<file path="src/rtl/video_mode_sequencer.sv">
// video_mode_sequencer: applies menu video-mode requests to the mixer only at
// frame boundaries, blanking the screen around changes that disturb sync.
module video_mode_sequencer #(
  parameter int unsigned MUTE_FRAMES = 4,
  parameter logic [23:0] VS_TIMEOUT  = 24'd3000000
) (
  input  logic       clk_sys,
  input  logic       reset_n,
  input  logic       VSync,
  input  logic [1:0] scanlines_req,
  input  logic       sd_disable_req,
  input  logic       hq2x_req,
  input  logic       ypbpr_req,
  input  logic       ypbpr_full_req,
  output logic [1:0] scanlines,
  output logic       scandoubler_disable,
  output logic       hq2x,
  output logic       ypbpr,
  output logic       ypbpr_full,
  output logic       blank,
  output logic       busy,
  output logic       no_vsync
);

  localparam int unsigned WD_W = 24;
  localparam int unsigned MC_W = 4;

  typedef enum logic [1:0] {
    IDLE = 2'd0,
    PRE  = 2'd1,
    MUTE = 2'd2
  } state_t;

  state_t            state;
  logic              old_vs;
  logic [WD_W-1:0]   wd_cnt;
  logic [MC_W-1:0]   mute_cnt;

  logic vs_fall_c;
  logic wd_timeout_c;
  logic fe_c;
  logic sync_diff_c;

  // Frame event: real VSync fall or watchdog substitute; both at once is one event
  assign vs_fall_c    = old_vs & ~VSync;
  assign wd_timeout_c = (wd_cnt == (VS_TIMEOUT - 24'd1));
  assign fe_c         = vs_fall_c | wd_timeout_c;

  // Any request that changes monitor timing and is not yet applied
  assign sync_diff_c = (sd_disable_req != scandoubler_disable) |
                       (hq2x_req       != hq2x) |
                       (ypbpr_req      != ypbpr);

  // VSync edge history and missing-VSync watchdog
  always_ff @(posedge clk_sys or negedge reset_n) begin
    if (!reset_n) begin
      old_vs   <= 1'b0;
      wd_cnt   <= '0;
      no_vsync <= 1'b0;
    end else begin
      old_vs <= VSync;
      if (vs_fall_c) begin
        wd_cnt   <= '0;
        no_vsync <= 1'b0;
      end else if (wd_timeout_c) begin
        wd_cnt   <= '0;
        no_vsync <= 1'b1;
      end else begin
        wd_cnt <= wd_cnt + WD_W'(1);
      end
    end
  end

  // Cosmetic settings need no blanking; they follow requests at every frame event
  always_ff @(posedge clk_sys or negedge reset_n) begin
    if (!reset_n) begin
      scanlines  <= 2'd0;
      ypbpr_full <= 1'b0;
    end else if (fe_c) begin
      scanlines  <= scanlines_req;
      ypbpr_full <= ypbpr_full_req;
    end
  end

  // Sync-group sequencing: blank, apply at frame event, hold black for the mute window
  always_ff @(posedge clk_sys or negedge reset_n) begin
    if (!reset_n) begin
      state               <= MUTE;
      mute_cnt            <= MC_W'(MUTE_FRAMES);
      blank               <= 1'b1;
      busy                <= 1'b1;
      scandoubler_disable <= 1'b0;
      hq2x                <= 1'b0;
      ypbpr               <= 1'b0;
    end else begin
      case (state)
        IDLE: begin
          if (sync_diff_c) begin
            state <= PRE;
            blank <= 1'b1;
            busy  <= 1'b1;
          end
        end
        PRE: begin
          if (fe_c) begin
            scandoubler_disable <= sd_disable_req;
            hq2x                <= hq2x_req;
            ypbpr               <= ypbpr_req;
            mute_cnt            <= MC_W'(MUTE_FRAMES);
            state               <= MUTE;
          end
        end
        MUTE: begin
          if (sync_diff_c) begin
            state <= PRE;
          end else if (fe_c) begin
            mute_cnt <= mute_cnt - MC_W'(1);
            if (mute_cnt == MC_W'(1)) begin
              state <= IDLE;
              blank <= 1'b0;
              busy  <= 1'b0;
            end
          end
        end
        default: begin
          state <= MUTE;
          blank <= 1'b1;
          busy  <= 1'b1;
        end
      endcase
    end
  end

endmodule

</file>
<file path="config.mk">
export PLATFORM = sky130hd
export DESIGN_NAME = video_mode_sequencer
export DESIGN_NICKNAME = d
export VERILOG_FILES = /design/src/rtl/video_mode_sequencer.sv
export SDC_FILE = /design/constraint.sdc
export NUM_CORES = 1
export LEC_CHECK = 0
export ABC_AREA = 1
export ABC_CLOCK_PERIOD_IN_PS = 3270
export BUFFER_PORTS_ARGS = -buffer_cell sky130_fd_sc_hd__buf_2
export CORE_ASPECT_RATIO = 0.8
export CORE_MARGIN = 8
export CORE_UTILIZATION = 35
export CTS_CLUSTER_DIAMETER = 30
export DETAILED_ROUTE_END_ITERATION = 10
export GPL_TIMING_DRIVEN = 0
export PLACE_DENSITY = 0.54
export SLEW_MARGIN = 5
export SYNTH_ARGS = -nofsm -noshare
export SYNTH_HDL_FRONTEND = slang
export SYNTH_SLANG_ARGS = --single-unit
</file>
<file path="constraint.sdc">
create_clock -name clk_sys -period 3.27 [get_ports clk_sys]
set_input_delay 0.654 -clock clk_sys [delete_from_list [all_inputs] [get_ports clk_sys]]
set_output_delay 0.654 -clock clk_sys [all_outputs]
set_load 0.02 [all_outputs]
</file>
==> impl_metrics.py, run 1 <==
metrics = {
    "run_status": {
        "status": "finished, final reports clean",
    },
    "synth": {
        "synth_area_leaders": "dfrtp_1, nand2_1, nor2_1, inv_1, nand3_1",
        "postSynthCellCount": 324,
        "synthMuxAreaShare_pct": 0,
        "synth_compound_area_share_pct": 3.93,
        "synth_top_area_share_pct": 39.9,
        "synth_xor_area_share_pct": 2.33,
        "synth_area_mm2": 0.00226,
        "synth.distinct_cells": 30,
        "synth_nets": 336,
        "synth_edf_count": 0,
        "yosysMostFrequentCell": "nand2_1",
        "synth-simple-area-share_pct": 40.1,
        "yosysWarnings": 0,
        "ys_seq_area_share_pct": 43.4,
        "synthTopCellsByCount": "nand2_1, nor2_1, inv_1",
        "synth_ff_type": "dfrtp_1",
        "synth_top_family_by_area": "simple AND/OR/NAND/NOR gates",
        "synthAdderAreaFrac_pct": 1.66,
        "yosysTopAreaCell": "dfrtp_1",
        "yosys_register_bits": 39,
        "synth.avg_cell_area_um2": 6.97,
        "async_flop_share_pct": 100,
    },
    "die": {
        "fp-row-count": 26,
        "fp.dieArea_mm2": 0.00929,
        "die_w_um": 106,
        "io_pins": 18,
        "start_util_pct": 35.8,
        "core_mm2": 0.00631,
        "dieHeight_um": 87.8,
    },
    "global_route": {
        "grt_pass1_vias": 2003,
        "grt_pass1_wl_mm": 9.38,
        "antenna_found_initial": 0,
        "track_usage_pct": 12.6,
        "grt-ovfl-total": 0,
        "grt_max_degree": 40,
    },
    "final_layout": {
        "diodes": 0,
        "fin_nets": 360,
        "syn_to_final_growth_pct": 12.8,
        "drive_gt1_share_pct": 12.3,
        "stdcell_count": 433,
    },
    "hold_path": {
        "hold_class": "input port to async pin",
    },
    "cts": {
        "cts.clk_slew.worst_paths_ps": 80,
        "clk_latency_ps": 300,
        "post_cts.repair.setup_buffers": 0,
        "cts_resized": 0,
        "cts-root-buf": "clkbuf_8",
        "cts_tree": "built",
        "cts_sinks": 39,
        "cts_buffers": 5,
        "cts_hold_buf": 0,
        "cts_buffer_depth": 2,
        "h-tree-depth": 2,
    },
    "detailed_routing": {
        "via_count": 1960,
        "first_pass_iters": 4,
        "ant_nets": 0,
        "wirelength_mm": 5.31,
        "post_drt_wl_per_cell_um": 12.3,
        "viasPerCell": 4.53,
        "drc_errors": 0,
        "drtIter0Drc": 99,
    },
    "critical_path": {
        "startpoint_type": "flip-flop",
        "worstPathArrival_ps": 2000,
        "cp_max_fo": 10,
        "cp-end-kind": "flip-flop",
        "worst-setup-path-type": "flip-flop to flip-flop",
        "required_ps": 3460,
    },
    "placement": {
        "port_buffers": 17,
        "dp_hpwl_mm": 3.98,
        "gp_congestion": 0.843,
        "dp.cells": 425,
    },
    "sta": {
        "finClkSkew_ps": 13.9,
        "holdWs_ps": 466,
        "min_period_ps": 1810,
        "fmax_mhz": 551,
        "finalHoldViolations": 0,
        "fin_crit_sh_pct": 55.5,
        "setup_viol": 0,
        "slew_headroom_pct": 39.8,
        "rsz0062_at_grt": "no",
        "setup_tns_ps": 0,
        "final-max-slew-violation-count": 0,
        "tightest_slew_ps": 903,
    },
    "power_and_ir_drop": {
        "ir_drop_mv": 0.286,
        "leakage_nw": 1.22,
        "pwr_density_cell_mw_per_mm2": 520,
    },
    "job": {
        "max-cap-violations": 0,
    },
}
[cells in the final DEF (no fill, tap or decap), types with 3 or more instances in the layout]
cell and count:
a21oi_1 4, buf_2 17, clkbuf_8 6, dfrtp_1 36, dfstp_2 3, ha_1 3
inv_1 40, nand2_1 100, nand3_1 24, nand3_2 3, nand4_1 5, nor2_1 67
nor2_2 3, nor3_1 6, o21ai_0 3, o21ai_1 3, xor2_1 4
[metal layers]
metal / global-route usage (%) / wire (um) / part of all wire, %
met5: 0 / 0 / 0
met4: 4.20 / 64 / 1.2
met3: 2.79 / 215 / 4.0
met2: 18.8 / 2160 / 41
met1: 17.5 / 2880 / 54
[state kept, by name (all words and copies together) (netlist names)]
register             flops
mute_cnt                 4
scandoubler_disable      1
ypbpr                    1
busy                     1
hq2x                     1
no_vsync                 1
scanlines                2
wd_cnt                  24
ypbpr_full               1
state                    2
old_vs                   1
[where the power goes]
group | total [W] | internal, W | leakage, nW | switching (W)
Sequential | 0.000628 | 0.000563 | 0.514 | 0.0000656
Clock | 0.000357 | 0.000172 | 0.0474 | 0.000185
Combinational | 0.000339 | 0.000123 | 0.654 | 0.000217
[final timing paths]
path	from	slack, ps	cells past startpoint	to
max	wd_cnt[0]	1460	9	mute_cnt[1]
min	reset_n	470	1	wd_cnt[16]
max reg2reg	wd_cnt[0]	1460	9	mute_cnt[1]
min reg2reg	mute_cnt[2]	470	2	mute_cnt[2]
max in group asynchronous	reset_n	2220	1	wd_cnt[12]
min in group clk_sys	mute_cnt[2]	470	2	mute_cnt[2]
[metrics by stage]
stage | area [um^2] | setup WS (ps) | power [W] | util (%)
6_report | 2550 | 1460 | 0.00132 | 40.4
5_1_grt | 2550 | 1240 | 0.00143 | 40.4
4_1_cts | 2550 | 1420 | 0.00134 | 40.4
3_5_place_dp | 2450 | 1380 | 0.000979 | 38.8
3_3_place_gp | 2450 | 1370 | 0.000973 | 38.8
2_1_floorplan | 2260 | 1780 | 0.000882 | -
[layout make-up]
type,count,area (um^2)
buffer,4,37.5
clock buffer,6,82.6
clock inverter,2,16.3
fill,685,3760
inverter,42,158
multi-input combinational,239,1080
sequential,39,980
tap,84,105
timing repair buffer,17,85.1
[worst max-delay path, stage by stage (launching register included)]
cell and delay [ps]:
dfrtp_1 440, ha_1 240, nand3_2 180, nor2_2 160, nand3_2 160, nand2_2 110, buf_6 150, nand2_1 120
nand2_1 80, nand2_1 40
[logic make-up (layout without fill, tap and decap cells)]
| kind of cell | count (synthesis) | in the layout |
|---|---|---|
| xor gates and xnor gates | 6 | 6 |
| buffers and inverters | 46 | 71 |
| and+or+nand+nor | 215 | 215 |
| AOI/OAI and AO/OA | 15 | 15 |
| adders and majority gates | 3 | 3 |
| DFF | 39 | 39 |
Power figures use the tool's default switching activity.
==> run 2: changes to the inputs <==
--- a/config.mk
+++ b/config.mk
@@ -6,7 +6,7 @@
 export NUM_CORES = 1
 export LEC_CHECK = 0
 export ABC_AREA = 1
-export ABC_CLOCK_PERIOD_IN_PS = 3270
+export ABC_CLOCK_PERIOD_IN_PS = 1490
 export BUFFER_PORTS_ARGS = -buffer_cell sky130_fd_sc_hd__buf_2
 export CORE_ASPECT_RATIO = 0.8
 export CORE_MARGIN = 8
@@ -14,7 +14,7 @@
 export CTS_CLUSTER_DIAMETER = 30
 export DETAILED_ROUTE_END_ITERATION = 10
 export GPL_TIMING_DRIVEN = 0
-export PLACE_DENSITY = 0.54
+export PLACE_DENSITY = 0.56
 export SLEW_MARGIN = 5
 export SYNTH_ARGS = -nofsm -noshare
 export SYNTH_HDL_FRONTEND = slang
==> constraint.sdc (replaced) <==
create_clock -name clk_sys -period 1.49 [get_ports clk_sys]
set_input_delay 0.298 -clock clk_sys [delete_from_list [all_inputs] [get_ports clk_sys]]
set_output_delay 0.298 -clock clk_sys [all_outputs]
set_load 0.02 [all_outputs]
==> run 2 against run 1 <==
Compared with the run above: the run now ends with negative setup slack left; total power grew 130%; core utilization up 5.0 points; count of clock-buffer cells in the layout stayed put; sequential power grew 120%; final cell count rose by 4.4%; setup slack got worse by 1500 ps; cell area is 12% higher; sequential cell count did not move; via count grew 9.3%; combinational power rose to 2.5 times the previous value; register-to-register slack got worse by 1500 ps.
==> impl_metrics.py, run 2 (synthesis results as in run 1) <==
metrics = {
    "run_status": {
        "status": "complete, but fails checks",
        "violations": "negative setup slack",
    },
    "detailed_routing": {
        "ant_nets": 0,
        "drc_errors": 0,
        "wirelength_mm": 5.88,
        "post_drt_wl_per_cell_um": 13.0,
        "drtIter0Drc": 128,
        "via_count": 2143,
        "first_pass_iters": 5,
        "viasPerCell": 4.74,
    },
    "final_layout": {
        "largest_reg_flops": 24,
        "diodes": 0,
        "syn_to_final_growth_pct": 26.8,
        "fin_nets": 379,
        "fillCellCount": 671,
        "final_common_cell": "nand2_1",
        "fin_area_mm2": 0.00286,
        "most-common-layout-cells": "nand2_1, nor2_1, inv_1",
        "drive_gt1_share_pct": 25.0,
        "largest-register": "wd_cnt",
        "largestRegisters": "wd_cnt: 24 flops, mute_cnt: 4 flops",
    },
    "sta": {
        "rsz0062_at_grt": "yes",
        "finalWorstSetupSlack_ps": -46.7,
        "slew_headroom_pct": 38.8,
        "finalHoldViolations": 0,
        "fmax_mhz": 651,
        "finClkSkew_ps": 9.90,
        "final-max-slew-violation-count": 0,
        "fin_crit_sh_pct": 103,
        "tightest_slew_ps": 918,
        "min_period_ps": 1540,
        "setup_viol": 13,
    },
    "power_and_ir_drop": {
        "p_comb_share_pct": 28.0,
        "leakage_nw": 1.32,
        "clkPwrFrac_pct": 25.9,
        "finalPower_w": 0.00303,
        "ir_drop_mv": 0.667,
        "swShare_pct": 35.8,
        "p_int_w": 0.00195,
        "pwr_density_cell_mw_per_mm2": 1060,
        "pwr-share-seq_pct": 46.1,
        "switching_power_w": 0.00109,
    },
    "placement": {
        "dp_hpwl_mm": 3.96,
        "gp_congestion": 0.882,
        "dpl_cell_area_mm2": 0.00245,
        "port_buffers": 17,
    },
    "hold_path": {
        "hold_class": "input port to flip-flop",
    },
    "critical_path": {
        "crit_family": "simple AND/OR/NAND/NOR gates",
        "cp-end-kind": "flip-flop",
        "crit_buf_inv": 2,
        "crit_chain": "nor2_1 -> nand2_1 -> nor2_2 -> nand3_4 -> nand2_4 -> buf_6 -> clkinvlp_4 -> nand2_1 -> nand2_1",
        "startpoint_type": "flip-flop",
        "worstPathArrival_ps": 1730,
        "worst-setup-path-type": "flip-flop to flip-flop",
        "required_ps": 1690,
        "crit_top_cell": "nand2_1",
        "slowest_stage": "dfrtp_2",
        "cp_slowest_stage_delay_ps": 460,
        "cp_max_fo": 6,
    },
    "global_route": {
        "grt-ovfl-total": 0,
        "track_usage_pct": 13.8,
        "grt_pass1_vias": 2121,
        "grt_pass1_wl_mm": 10.2,
        "antenna_found_initial": 0,
        "grt_max_degree": 40,
    },
    "cts": {
        "cts-root-buf": "clkbuf_8",
        "h-tree-depth": 2,
        "cts_hold_buf": 0,
        "cts_sinks": 39,
        "cts.clk_slew.worst_paths_ps": 80,
        "cts_buffer_depth": 2,
        "clk_latency_ps": 300,
        "cts_tree": "built",
        "cts_buffers": 5,
    },
    "die": {
        "dieHeight_um": 87.8,
        "die_w_um": 106,
        "fp.dieArea_mm2": 0.00929,
        "fp-row-count": 26,
        "io_pins": 18,
        "start_util_pct": 35.8,
        "core_mm2": 0.00631,
    },
    "job": {
        "max-cap-violations": 0,
    },
}
==> run 2: through the flow <==
| step | worst slack (ps) | hold WS, ps | instances | utilization [%] | setup TNS [ps] |
|---|---|---|---|---|---|
| 2_1_floorplan | 17.6 | 2.41 | 324 | - | 0 |
| 3_3_place_gp | -335 | 423 | 425 | 38.8 | -7540 |
| 3_5_place_dp | -295 | 429 | 425 | 38.8 | -6620 |
| 4_1_cts | -23.0 | 110 | 448 | 43.7 | -122 |
| 5_1_grt | -144 | 109 | 452 | 45.4 | -2540 |
| 6_report | -46.7 | 120 | 452 | 45.4 | -373 |
==> run 2: path summary, 6_finish.rpt <==
check                            from         end  slack (ps)  depth (start not counted)
max                        wd_cnt[17]  ypbpr_full         -50                          9
min                             VSync      old_vs         120                          1
max reg2reg                wd_cnt[17]  ypbpr_full         -50                          9
min reg2reg                ypbpr_full  ypbpr_full         470                          2
max in group asynchronous     reset_n  wd_cnt[21]         740                          1
min in group asynchronous     reset_n  wd_cnt[14]         130                          1
==> run 2: layout make-up <==
class	count	area [um^2]	area share, %
multi-input combinational	239	1220	42.6
sequential	39	983	34.3
timing repair buffer	35	248	8.65
inverter	42	161	5.64
tap	84	105	3.67
clock buffer	6	82.6	2.88
buffer	4	38.8	1.35
clock inverter	2	16.3	0.568
timing repair inverter	1	7.51	0.262
==> run 2: power by group through the flow <==
stage	clock, W	sequential [W]	combinational (W)
2_1_floorplan	0	0.00144	0.000499
3_3_place_gp	0	0.00140	0.000738
3_5_place_dp	0	0.00139	0.000753
4_1_cts	0.000828	0.00139	0.000836
5_1_grt	0.000867	0.00143	0.000982
6_report	0.000787	0.00140	0.000849
==> run 2: what timing repair did <==
| item | 4_1_cts | 5_1_grt |
|---|---|---|
| pin swaps | 8 | 7 |
| gates resized for setup | 25 | 25 |
| setup buffers | 12 | 4 |
| cloned | 3 | 0 |
| endpoints found under the setup margin | 30 | 36 |
==> run 2: routing by layer <==
metal	track usage (%)	routed length (um)
met1	18.9	3050
met2	20.7	2470
met3	3.82	318
met4	3.44	44
met5	0	0
==> run 3: changes to the inputs <==
--- a/config.mk
+++ b/config.mk
@@ -9,7 +9,6 @@
 export ABC_CLOCK_PERIOD_IN_PS = 1490
 export BUFFER_PORTS_ARGS = -buffer_cell sky130_fd_sc_hd__buf_2
 export CORE_ASPECT_RATIO = 0.8
-export CORE_MARGIN = 8
 export CORE_UTILIZATION = 35
 export CTS_CLUSTER_DIAMETER = 30
 export DETAILED_ROUTE_END_ITERATION = 10
==> run 3 against run 2 <==
Compared with the run above: total power rose by 4.8%; maximum frequency grew 0.39%; count of clock-buffer cells in the layout stayed put; the run still ends with negative setup slack left; cell area decreased by 0.92%; via count shrank 2.5%.
==> impl_metrics.py, run 3 (synthesis results as in run 1) <==
metrics = {
    "run_status": {
        "status": "complete, but fails checks",
        "violations": "negative setup slack",
    },
    "critical_path": {
        "r2r-end": "busy",
        "required_ps": 1730,
        "rrSetupSlack_ps": -40,
        "r2r_start": "wd_cnt[0]",
        "worstPathArrival_ps": 1770,
        "worst-r2r-cell-count": 10,
        "startpoint_type": "flip-flop",
        "worst-setup-path-type": "flip-flop to flip-flop",
        "cp_max_fo": 5,
        "cp-end-kind": "flip-flop",
    },
    "global_route": {
        "antenna_found_initial": 0,
        "grt.busiest_layer": "met1",
        "grt_pass1_wl_mm": 9.40,
        "grt_pass1_vias": 1958,
        "grt-ovfl-total": 0,
        "grt_max_degree": 40,
        "use_met3_pct": 3.11,
        "track_usage_pct": 18.0,
        "grtUsageMet1_pct": 26.9,
        "use_met2_pct": 26.4,
    },
    "power_and_ir_drop": {
        "leakage_nw": 1.31,
        "ir_drop_mv": 0.586,
        "pwr_density_cell_mw_per_mm2": 1120,
    },
    "detailed_routing": {
        "via_count": 2089,
        "post_drt_wl_per_cell_um": 12.7,
        "viasPerCell": 4.67,
        "wirelength_mm": 5.68,
        "drtIter0Drc": 78,
        "ant_nets": 0,
        "first_pass_iters": 4,
        "drc_errors": 0,
    },
    "hold_path": {
        "whs_endpoint": "old_vs",
        "min_from": "VSync",
        "min_path_cells": 1,
        "hold_class": "input port to flip-flop",
    },
    "sta": {
        "slew_headroom_pct": 39.6,
        "finClkSkew_ps": 9.31,
        "rsz0062_at_grt": "yes",
        "fmax_mhz": 653,
        "setup_viol": 10,
        "finalWorstSetupSlack_ps": -40.8,
        "min_period_ps": 1530,
        "fin_crit_sh_pct": 103,
        "tightest_slew_ps": 906,
        "holdWs_ps": 114,
        "final-max-slew-violation-count": 0,
        "finalHoldViolations": 0,
    },
    "final_layout": {
        "syn_to_final_growth_pct": 25.7,
        "largestRegisters": "wd_cnt: 24 flops, mute_cnt: 4 flops",
        "diodes": 0,
        "final_util_pct": 46.8,
        "largest-register": "wd_cnt",
        "final_common_cell": "nand2_1",
        "fin_nets": 377,
        "drive_gt1_share_pct": 24.9,
        "most-common-layout-cells": "nand2_1, nor2_1, inv_1",
        "largest_reg_flops": 24,
    },
    "cts": {
        "h-tree-depth": 2,
        "cts.clk_slew.worst_paths_ps": 90,
        "cts_tree": "built",
        "cts_buffer_depth": 2,
        "cts_buffers": 5,
        "cts-root-buf": "clkbuf_8",
        "cts_sinks": 39,
        "clk_latency_ps": 300,
    },
    "die": {
        "die_w_um": 91.8,
        "start_util_pct": 37.2,
        "io_pins": 18,
        "dieHeight_um": 73.8,
        "fp.dieArea_mm2": 0.00678,
        "fp-row-count": 25,
        "core_mm2": 0.00607,
    },
    "placement": {
        "dp_slack_ps": -312,
        "dp_hpwl_mm": 3.87,
        "port_buffers": 17,
        "gp_congestion": 0.871,
    },
    "job": {
        "max-cap-violations": 0,
    },
}
[run 3: cell count changes in the layout (fill, tap and decap cells not counted), sizes merged]
| cell | delta |
|---|---|
| inv | +1 |
| buf | -1 |
| clkinv | -1 |
| bufinv | +1 |
| clkinvlp | -2 |
[run 3: area by class of cell]
type                       count  area (um^2)
buffer                         4         37.5
timing repair buffer          34          236
clock buffer                   6         72.6
fill                         636         3230
tap                           81          101
inverter                      42          158
sequential                    39          983
clock inverter                 2         37.5
multi-input combinational    239         1210
[run 3: worst max-delay path by stage]
stage                   start     endpoint  slack [ps]  depth (start not counted)
detailed placement  wd_cnt[0]  mute_cnt[0]        -310                          9
floorplan           wd_cnt[0]  mute_cnt[3]          20                          9
finish              wd_cnt[0]         busy         -40                         10
global placement    wd_cnt[0]  mute_cnt[0]        -290                          9
CTS                 wd_cnt[1]         busy         -20                         10
global route        wd_cnt[1]         busy        -160                         10
[run 3: where the power goes]
part | total (W) | switching (W) | internal, W
clock network | 0.000908 | 0.000407 | 0.000500
logic | 0.000874 | 0.000529 | 0.000345
registers | 0.00140 | 0.000164 | 0.00124
total | 0.00318 | 0.00110 | 0.00208
[run 3: timing repair]
action                                  CTS  global route
hold buffers                              0             0
pin swaps                                 6             6
buffers inserted                         12             5
endpoints found under the setup margin   31            36
gates cloned                              2             0
gates resized for setup                  20            23
[run 3: per-layer routing]
metal | up-vias | wire length [um]
met5 | - | 0
met4 | 0 | 27
met3 | 2 | 297
met2 | 35 | 2380
met1 | 961 | 2970
li1 | 1091 | -
[run 3: per-stage QoR]
stage / total power, W / cell area, um^2 / cells / TNS, ps
after detailed placement: 0.00215 / 2440 / 422 / -6820
after floorplan: 0.00194 / 2260 / 324 / 0
final: 0.00318 / 2840 / 447 / -181
after CTS: 0.00317 / 2750 / 444 / -68.2
after global placement: 0.00213 / 2440 / 422 / -6270
after global routing: 0.00339 / 2840 / 447 / -2830
[run 3: worst max-delay path: stages, from the launching register on]
cell and delay [ps]:
dfrtp_1 410, ha_4 160, nand3_4 120, nor2_4 110, nand3_2 100, nand2_2 110, buf_6 160, buf_6 110
nand3_2 60, nand2_1 80, inv_1 40
